===== src/rtl/addsub_seq16.sv =====
// addsub_seq16: nibble-serial 16-bit add/subtract, one 4-bit slice per cycle, LSB nibble first.
// Define ADDSUB_SEQ16_SAT_EN to saturate s on signed overflow.
module addsub_seq16 (
    input  logic        clk,
    input  logic        rst,
    input  logic        start,
    input  logic [15:0] a,
    input  logic [15:0] b,
    input  logic        m,
    output logic        busy,
    output logic        done,
    output logic [15:0] s,
    output logic        cout,
    output logic        v
);
    typedef enum logic [1:0] {IDLE, RUN, DONE} state_t;
    state_t      r_state, w_next;
    logic [1:0]  r_cnt;
    logic [15:0] r_a, r_b, r_s;
    logic [11:0] r_acc;
    logic        r_m, r_c, r_cout, r_v;
    logic [3:0]  w_an, w_bn;
    logic [4:0]  w_sum;
    logic        w_v;
    logic [15:0] w_res, w_fin;

    always_ff @(posedge clk)
        r_state <= rst ? IDLE : w_next;

    always_comb begin
        w_next = r_state;
        if (r_state == IDLE)
            w_next = start ? RUN : IDLE;
        else if (r_state == RUN)
            w_next = (r_cnt == 2'd3) ? DONE : RUN;
        else
            w_next = IDLE;
    end

    always_comb begin
        busy = (r_state != IDLE);
        done = (r_state == DONE);
        s    = r_s;
        cout = r_cout;
        v    = r_v;
    end

    // Subtraction is A + ~B + 1: operand B is inverted and the carry is seeded with m.
    always_comb begin
        w_an  = r_a[{r_cnt, 2'b00} +: 4];
        w_bn  = r_b[{r_cnt, 2'b00} +: 4] ^ {4{r_m}};
        w_sum = {1'b0, w_an} + {1'b0, w_bn} + {4'b0000, r_c};
        w_v   = (w_an[3] ^ w_bn[3] ^ w_sum[3]) ^ w_sum[4];
        w_res = {w_sum[3:0], r_acc};
`ifdef ADDSUB_SEQ16_SAT_EN
        w_fin = w_v ? (r_a[15] ? 16'h8000 : 16'h7FFF) : w_res;
`else
        w_fin = w_res;
`endif
    end

    always_ff @(posedge clk) begin
        if (rst) begin
            r_cnt  <= 2'd0;
            r_c    <= 1'b0;
            r_a    <= 16'h0000;
            r_b    <= 16'h0000;
            r_m    <= 1'b0;
            r_acc  <= 12'h000;
            r_s    <= 16'h0000;
            r_cout <= 1'b0;
            r_v    <= 1'b0;
        end else if (r_state == IDLE && start) begin
            r_a   <= a;
            r_b   <= b;
            r_m   <= m;
            r_c   <= m;
            r_cnt <= 2'd0;
        end else if (r_state == RUN) begin
            r_acc <= {w_sum[3:0], r_acc[11:4]};
            r_c   <= w_sum[4];
            r_cnt <= r_cnt + 2'd1;
            if (r_cnt == 2'd3) begin
                r_s    <= w_fin;
                r_cout <= w_sum[4];
                r_v    <= w_v;
            end
        end
    end
endmodule


===== config.mk =====
export PLATFORM = sky130hd
export DESIGN_NAME = addsub_seq16
export DESIGN_NICKNAME = d
export VERILOG_FILES = /design/src/rtl/addsub_seq16.sv
export SDC_FILE = /design/constraint.sdc
export NUM_CORES = 1
export LEC_CHECK = 0
export ABC_AREA = 1
export BUFFER_PORTS_ARGS = -buffer_cell sky130_fd_sc_hd__buf_4
export CORE_MARGIN = 2
export CORE_UTILIZATION = 60
export CTS_BUF_LIST = sky130_fd_sc_hd__clkbuf_2
export CTS_CLUSTER_DIAMETER = 50
export CTS_CLUSTER_SIZE = 12
export DETAILED_ROUTE_END_ITERATION = 16
export GPL_ROUTABILITY_DRIVEN = 0
export HOLD_SLACK_MARGIN = 0.02
export MAX_ROUTING_LAYER = met4
export PLACE_DENSITY = 0.85
export SYNTH_ARGS = -nofsm -noshare
export SYNTH_HDL_FRONTEND = slang
export SYNTH_SLANG_ARGS = --single-unit

===== constraint.sdc =====
create_clock -name clk -period 6.45 [get_ports clk]
set_input_delay 0.645 -clock clk [delete_from_list [all_inputs] [get_ports clk]]
set_output_delay 0.645 -clock clk [all_outputs]
set_load 0.03 [all_outputs]

Yosys cells after proc, flatten, opt, wreduce, memory -nomap -nowiden
Cells that the tools add are included.
{"block": "totals", "register_bits": 68, "latchBits": 0, "ram_bits": 0, "rom_bits": 0, "output_inout_bits": 20, "n_memories": 0}
{"block": "op_classes", "add_sub_neg": 3, "n_mul": 0, "n_div": 0, "order_cmp": 0, "n_eq_ne": 3, "n_shift": 2, "n_mux": 6, "bitwise_logic": 5, "n_reduce_logical": 7}
{"op": "variable part select 16 x 5 -> 4 bit", "count": 2}
{"op": "two-way mux 2 bit", "count": 3}
{"op": "adder 4 x 4 -> 5 bit", "count": 1}
{"op": "adder 5 x 1 -> 5 bit", "count": 1}
{"op": "== test 2 bit, second input constant", "count": 2}
{"op": "nonzero test 2 bit", "count": 2}
{"op": "bitwise XOR 4 bit", "count": 1}
{"op": "two-way mux 1 bit", "count": 3}
{"op": "AND reduction 3 bit", "count": 1}
{"op": "bitwise XOR 1 bit", "count": 3}
{"op": "adder 2 x 1 -> 2 bit, second input constant", "count": 1}
{"op": "== test 2 x 1 -> 1 bit, second input constant", "count": 1}
{"op": "logical NOT 2 bit", "count": 1}
{"op": "AND reduction 2 bit", "count": 1}
{"op": "OR reduction 2 bit", "count": 1}
{"op": "logical AND 1 bit", "count": 1}
{"op": "inverter 1 bit", "count": 1}

Logic depth before layout (Yosys ltp)
Gate-level depths: netlist (run 1).
{"block": "logic_depth", "depth_word": 6, "ltp_mapped": 16, "depth_no_buf": 15}

Worst setup path before layout (run 1)
OpenSTA, ideal clock, no wires.
{"block": "synth_path", "path_kind": "register to register", "from": "reg r_cnt[0]", "to": "reg r_acc[9]", "setup_time_ns": 0.070, "arrival_ns": 2.002, "slack_ns": 4.379, "path_stages_with_launch": 12, "path_buffers": 2, "period_less_slack_ns": 2.071, "cell_sequence": "dfxtp_1 > buf_4 > inv_4 > buf_6 > o21ai_0 > o22ai_1 > fa_1 > inv_1 > fa_1 > inv_1 > o21ai_0 > a21oi_1"}
{"block": "synth_via", "elab_chain_cells": 4}
{"element": "start, declared", "line": "18", "rtl": "logic [1:0] r_cnt;"}
{"element": "start signal, assigned", "line": "82", "rtl": "r_cnt <= r_cnt + 2'd1;"}
{"element": "variable part select 16 x 5 -> 4 bit", "line": "51", "rtl": "w_bn = r_b[{r_cnt, 2'b00} +: 4] ^ {4{r_m}};"}
{"element": "bitwise XOR 4 bit", "line": "51"}
{"element": "adder 4 x 4 -> 5 bit (*)", "line": "52", "rtl": "w_sum = {1'b0, w_an} + {1'b0, w_bn} + {4'b0000, r_c};"}
{"element": "adder 5 x 1 -> 5 bit (*)", "line": "52"}
{"element": "end signal, assigned", "line": "80", "rtl": "r_acc <= {w_sum[3:0], r_acc[11:4]};"}
{"element": "end, declared", "line": "20", "rtl": "logic [11:0] r_acc;"}
Mark *: on every way between the ends. The rest lies on a longest branch, timed or not.
A chain may end at the register's enable or synchronous reset.

Worst setup path after layout (run 1)
{"block": "layout_path", "from": "reg r_cnt[0]", "to": "reg r_v (netlist: v)"}
{"block": "layout_via", "elab_chain_cells": 6}
{"element": "variable part select 16 x 5 -> 4 bit", "line": "51"}
{"element": "bitwise XOR 4 bit", "line": "51"}
{"element": "adder 4 x 4 -> 5 bit", "line": "52"}
{"element": "adder 5 x 1 -> 5 bit", "line": "52"}
{"element": "bitwise XOR 1 bit (2 in a row)", "line": "53", "rtl": "w_v = (w_an[3] ^ w_bn[3] ^ w_sum[3]) ^ w_sum[4];"}
{"element": "end signal, assigned", "line": "86", "rtl": "r_v <= w_v;"}
{"element": "end, declared", "line": "21", "rtl": "logic r_m, r_c, r_cout, r_v;"}
Parallel ways exist; a longest one is shown, timed or not.

==> results.yml, run 1 <==
clock_network:
  cts_htree_levels: 3
  cts_num_sinks: 68
  clock-root-buffer: "sky130_fd_sc_hd__clkbuf_2"
  clock_tree.buffer_depth: 2
  cts_made_buffers: 9
  worst_skew_pair.late_latency_ps: 470
  cts_hold_buffers: 0
  postCtsSetupRepairBufs: 0
  post_cts.resized_instances: 0
  tritoncts: "built"
  clk_transition_reported_paths_ps: 180
routing:
  highest_layer: "met4"
  avgViaCountPerCell: 5.08
  antenna_violating_nets_post_route: 0
  met3WireLength_microns: 213
  drc: 0
  drt-wirelength-per-cell_microns: 11.5
  wl_met2_mm: 2.91
  drtPass1Iterations: 4
  detailedRoute.firstIterationViolations: 149
  vias: 2560
  finalWirelength_mm: 5.77
  route.layer.met1.wl_mm: 2.50
synthesis:
  synthArstFlopShare: 0
  synth.yosys.seq_area_share: 0.461
  mappedNetlistNets: 429
  synthMostInstantiatedCell: "sky130_fd_sc_hd__nor2_1"
  yosys_warnings: 0
  ys_dominant_reg_cell: "sky130_fd_sc_hd__dfxtp_1"
  synth_largest_area_cell: "sky130_fd_sc_hd__dfxtp_1"
  count_of_flip_flops_with_a_built_in_enable_after_synthesis: 0
  synth.distinct_cells: 32
  postSynthAreaPerCell_sq_um: 7.63
  synthTopCellsByArea: "sky130_fd_sc_hd__dfxtp_1 46%, sky130_fd_sc_hd__nor2_1 13%, sky130_fd_sc_hd__o21ai_0 8.8%"
  postSynthRegisterBits: 68
  synth_top_cells_by_count: "106 x sky130_fd_sc_hd__nor2_1, 68 x sky130_fd_sc_hd__dfxtp_1, 52 x sky130_fd_sc_hd__o21ai_0"
  syn-instance-count: 387
  synth_top_area_frac: 0.461
  synthesis.area_sq_um: 2950
sta:
  drv_slew: 0
  period_share: 0.411
  setup_ws_ps: 3800
  final-setup-viol-count: 0
  clock.fmax_ghz: 0.377
  slew_headroom: 0.450
  timing.final.hold_violations: 0
  period_minus_slack_ps: 2650
  rsz0062_at_grt: "false"
  setup_total_negative_slack_ps: 0
  worst_clock_skew_ps: 29.4
  worst_pin_slew_ps: 823
pwr:
  sequential_fraction_of_design_power: 0.575
  total_switching_power_uw: 251
  vdd.ir_drop.worst_uv: 150
  power.density_cell_area_nw_per_um2: 244
  cellInternalPower_uw: 570
  p_comb_frac: 0.195
  power.switching_fraction: 0.306
  power.clock.fraction: 0.230
  leakage_power_nw: 1.57
min_path:
  timing.hold.worst.class: "input port to flop"
  worstHoldPathCells: 2
  min-delay-start: "rst"
  hold_end: "r_acc[3]"
run_status:
  outcome: "complete, no violations"
floorplanning:
  core_sq_um: 4720
  ios: 56
  rows: 25
  die_y_microns: 74.2
  width_of_the_die_microns: 74.2
  start_util: 0.625
  die_area_sq_um: 5500
layout:
  layout.cell_area.non_filler_sq_um: 3360
  layout.core_utilization: 0.712
  layout-drive-gt1-share: 0.199
  nNetsFinal: 474
  n_antenna_cell: 0
  flow.area_growth_from_synthesis_pct: 13.9
setup_path:
  reg2reg_to: "v"
  crit_path_frequent_cell: "sky130_fd_sc_hd__nand2_1"
  critPathSlowestCell: "sky130_fd_sc_hd__dfxtp_1"
  timing.critical_path.cells: "inv_4 -> nand2_1 -> nand3_1 -> nand2_1 -> xor2_1 -> fa_1 -> inv_1 -> fa_1 -> inv_1 -> nand2_1 -> nand2_1 -> nand2_1 -> nand2_1 -> nand2_1 -> a21oi_1"
  crit_path_max_incr_delay_ps: 760
  r2r-start: "r_cnt[0]"
  startpoint_type: "flop"
  timing_worst_setup_path_type: "flop to flop"
  critical_path_arrival_ps: 3050
  r2r_setup_slack_ps: 3800
  worstSetupEndpointType: "flop"
  cp_data_required_time_ps: 6850
  critical_path.max_fanout: 19
  reg2reg_depth: 15
global_routing:
  vias_in_the_first_global_route: 2411
  largest_net_degree_at_the_start_of_global_routing: 65
  overflow_left_after_global_routing: 0
  grt_pass1_wl_mm: 10.0
  track_usage: 0.244
  grt_antenna_before_repair: 0
place:
  placement.io_buffers: 55
  preCtsSetupSlack_ps: 3880
  hpwl_mm: 4.12
  placed_area_sq_um: 3280
job:
  timing.max_cap.violations: 0
registers in the layout (all words and copies together) (netlist names):
name     count
r_m          1
r_b         16
r_c          1
r_a         16
r_cnt        2
v            1
r_state      2
s           16
cout         1
r_acc       12
critical path, delay by kind of cell, from the launching register on:
kind                       cells  cell delay [ps]
adders and majority gates      2              630
DFF                            1              760
buffers and inverters          3              340
and+or+nand+nor                8              570
xor gates and xnor gates       1              180
AOI/OAI and AO/OA              1              100
power groups by stage:
| stage | Sequential [mW] | Combinational, mW | Clock, mW |
|---|---|---|---|
| after floorplan | 0.472 | 0.130 | 0 |
| after global placement | 0.480 | 0.154 | 0 |
| after detailed placement | 0.481 | 0.160 | 0 |
| after CTS | 0.472 | 0.161 | 0.196 |
| after global routing | 0.476 | 0.186 | 0.214 |
| final | 0.472 | 0.161 | 0.189 |
through the flow:
stage	total power [mW]	hold WS, ps	std cells
after floorplan	0.602	449	387
after global placement	0.634	464	488
after detailed placement	0.641	473	488
after CTS	0.829	329	504
after global routing	0.877	312	504
final	0.822	362	504
cell usage in the layout (no fill, tap or decap), types with 3 or more instances in the layout:
cell type | Yosys | layout
sky130_fd_sc_hd__nor2_1 | 106 | 106
sky130_fd_sc_hd__dfxtp_1 | 68 | 68
sky130_fd_sc_hd__buf_4 | 3 | 55
sky130_fd_sc_hd__o21ai_0 | 52 | 52
sky130_fd_sc_hd__nand2_1 | 47 | 47
sky130_fd_sc_hd__inv_1 | 18 | 18
sky130_fd_sc_hd__nand3_1 | 17 | 17
sky130_fd_sc_hd__clkbuf_2 | 2 | 13
sky130_fd_sc_hd__a21oi_1 | 12 | 12
sky130_fd_sc_hd__o21ai_1 | 10 | 10
sky130_fd_sc_hd__xor2_1 | 4 | 4
sky130_fd_sc_hd__o22ai_1 | 4 | 4
sky130_fd_sc_hd__ha_1 | 4 | 4
sky130_fd_sc_hd__inv_2 | 3 | 3
sky130_fd_sc_hd__o21ai_2 | 3 | 3
cell type report:
type	count	area [sq um]
Fill cell	432	1360
Clock buffer	13	65.1
Timing Repair Buffer	55	413
Clock inverter	3	13.8
Tap cell	67	83.8
Multi-Input combinational cell	274	1330
Inverter	24	100
Sequential cell	68	1360
routing by layer:
layer,track usage,vias up
met5,-,-
met4,0.145,0
met3,0.0434,13
met2,0.417,60
met1,0.264,1146
li1,-,1341
kinds of logic after synthesis:
| logic type | Yosys count | share of synthesized area |
|---|---|---|
| simple gates | 178 | 0.248 |
| flops | 68 | 0.461 |
| buf+inv | 45 | 0.0898 |
| fa+ha+maj | 6 | 0.0305 |
| compound gates | 86 | 0.158 |
| xor+xnor | 4 | 0.0119 |
how the worst max path moves through the flow:
stage,from,endpoint,slack (ps)
after floorplan,r_cnt[0],r_acc[9],4380
after global placement,r_cnt[0],v,3970
after detailed placement,r_cnt[0],r_acc[9],3880
after CTS,r_cnt[0],v,3820
after global routing,r_cnt[0],v,3540
final,r_cnt[0],v,3800
Power figures use the tool's default switching activity.
==> run 2, diff against run 1 <==
CORE_UTILIZATION = 51   (was 60)
PLACE_DENSITY = 0.77   (was 0.85)
clock period = 2.15 ns   (was 6.45 ns; I/O delays follow)
==> run 2 against run 1 <==
Cell count rose by 9.5%. Combinational power rose to 3.6 times the previous value. Final area rose by 15%. Utilization fell by 1.4 points. Via count rose by 8.0%. Sequential share of layout area fell by 5.1 points.
==> results.yml, run 2 (synthesis results as in run 1) <==
routing:
  met3WireLength_microns: 293
  avgViaCountPerCell: 5.01
  finalWirelength_mm: 6.96
  antenna_violating_nets_post_route: 0
  drt-wirelength-per-cell_microns: 12.6
  wl_met2_mm: 3.61
  drc: 0
  highest_layer: "met4"
  route.layer.met1.wl_mm: 2.90
  vias: 2766
  detailedRoute.firstIterationViolations: 104
  drtPass1Iterations: 4
clock_network:
  worst_skew_pair.late_latency_ps: 520
  clock-root-buffer: "sky130_fd_sc_hd__clkbuf_2"
  clock_tree.buffer_depth: 2
  tritoncts: "built"
  cts_made_buffers: 9
  cts_num_sinks: 68
  clk_transition_reported_paths_ps: 190
  cts_htree_levels: 3
sta:
  worst_pin_slew_ps: 521
  final-setup-viol-count: 0
  clock.fmax_ghz: 0.471
  worst_hold_slack_ps: 230
  worst_clock_skew_ps: 23.2
  timing.final.hold_violations: 0
  period_share: 0.988
  drv_slew: 0
  slew_headroom: 0.652
  period_minus_slack_ps: 2130
floorplanning:
  ios: 56
  core_sq_um: 5540
  start_util: 0.533
  die_area_sq_um: 6410
  die_y_microns: 80.1
  rows: 27
  width_of_the_die_microns: 80.1
global_routing:
  grt_pass1_wl_mm: 11.4
  grt_antenna_before_repair: 0
  track_usage: 0.232
  overflow_left_after_global_routing: 0
  vias_in_the_first_global_route: 2688
  largest_net_degree_at_the_start_of_global_routing: 37
run_status:
  outcome: "complete, no violations"
layout:
  flow.area_growth_from_synthesis_pct: 31.0
  layout.filler_cells: 471
  mostFrequentLayoutCells: "106 x sky130_fd_sc_hd__nor2_1, 66 x sky130_fd_sc_hd__dfxtp_1, 63 x sky130_fd_sc_hd__buf_4, 52 x sky130_fd_sc_hd__o21ai_0, 41 x sky130_fd_sc_hd__nand2_1"
  nNetsFinal: 517
  layout-drive-gt1-share: 0.231
  layout_commonest_cell: "sky130_fd_sc_hd__nor2_1"
  n_antenna_cell: 0
  final-instance-count-excl-fill: 552
place:
  place.detailed.instances: 500
  hpwl_mm: 4.39
  placement.io_buffers: 55
pwr:
  leakage_power_nw: 1.78
  vdd.ir_drop.worst_uv: 465
  power.density_cell_area_nw_per_um2: 701
setup_path:
  cp_data_required_time_ps: 2600
  critical_path_arrival_ps: 2580
  worstSetupEndpointType: "flop"
  critical_path.max_fanout: 6
  startpoint_type: "flop"
  timing_worst_setup_path_type: "flop to flop"
job:
  timing.max_cap.violations: 0
min_path:
  timing.hold.worst.class: "input port to flop"
[run 2: changes by cell type in the layout (fill, tap and decap cells not counted), moves of 3 or more]
cell,change
sky130_fd_sc_hd__dlygate4sd3_1,+34
sky130_fd_sc_hd__buf_4,+8
sky130_fd_sc_hd__nand2_1,-6
sky130_fd_sc_hd__clkbuf_2,-3
sky130_fd_sc_hd__nand2_2,+6
[run 2: per-layer routing]
metal | vias up | track usage
li1 | 1427 | -
met1 | 1254 | 0.249
met4 | 0 | 0.112
met5 | - | -
met3 | 17 | 0.0427
met2 | 68 | 0.413
[run 2: metrics by stage]
stage | utilization | area (sq um) | setup slack [ps] | setup TNS (ps) | total power [mW]
floorplan | - | 2950 | 78.5 | 0 | 1.81
global placement | 0.606 | 3360 | 82.8 | 0 | 1.92
detailed placement | 0.606 | 3360 | -32.8 | -32.8 | 1.94
CTS | 0.687 | 3800 | 24.6 | 0 | 2.68
global route | 0.698 | 3870 | -70.4 | -141 | 2.85
finish | 0.698 | 3870 | 25.0 | 0 | 2.71
[run 2: worst paths after layout]
| kind | start | end | slack [ps] | depth (start not counted) |
|---|---|---|---|---|
| setup reg to reg | r_cnt[0] | v | 20 | 15 |
| setup / recovery | r_cnt[0] | v | 20 | 15 |
| hold / removal | start | r_state[0] | 230 | 3 |
| hold reg to reg | r_acc[11] | s[11] | 500 | 2 |
[run 2: area by class of cell]
class / instances / area, sq um / area share
Clock buffer: 10 / 50.0 / 0.0129
Clock inverter: 6 / 55.1 / 0.0142
Inverter: 24 / 100 / 0.0259
Multi-Input combinational cell: 274 / 1370 / 0.354
Sequential cell: 68 / 1370 / 0.354
Tap cell: 72 / 90.1 / 0.0233
Timing Repair Buffer: 98 / 833 / 0.215
[run 2: what timing repair did]
item	CTS	global route
hold buffers	34	0
gates resized for setup	2	16
endpoints found under the setup margin	3	6
endpoints found under the hold margin	37	0
buffers inserted	0	2
cloned	0	0
pin swaps	0	7
[run 2: where the power goes]
part	internal, mW	switching, mW	leakage, nW
Sequential	1.35	0.0602	0.560
Combinational	0.256	0.330	1.15
Clock	0.262	0.451	0.0668
[run 2: worst max-delay path, stage by stage, from the launching register on]
cell and delay [ps]:
sky130_fd_sc_hd__dfxtp_4 420, sky130_fd_sc_hd__inv_4 60, sky130_fd_sc_hd__nand2_2 60, sky130_fd_sc_hd__nand3_2 70
sky130_fd_sc_hd__nand2_2 90, sky130_fd_sc_hd__xor2_2 170, sky130_fd_sc_hd__fa_2 260, sky130_fd_sc_hd__inv_2 50
sky130_fd_sc_hd__fa_2 390, sky130_fd_sc_hd__inv_2 80, sky130_fd_sc_hd__nand2_2 60, sky130_fd_sc_hd__nand2_2 80
sky130_fd_sc_hd__nand2_2 60, sky130_fd_sc_hd__nand2_1 70, sky130_fd_sc_hd__nand2_1 50, sky130_fd_sc_hd__a21oi_1 110
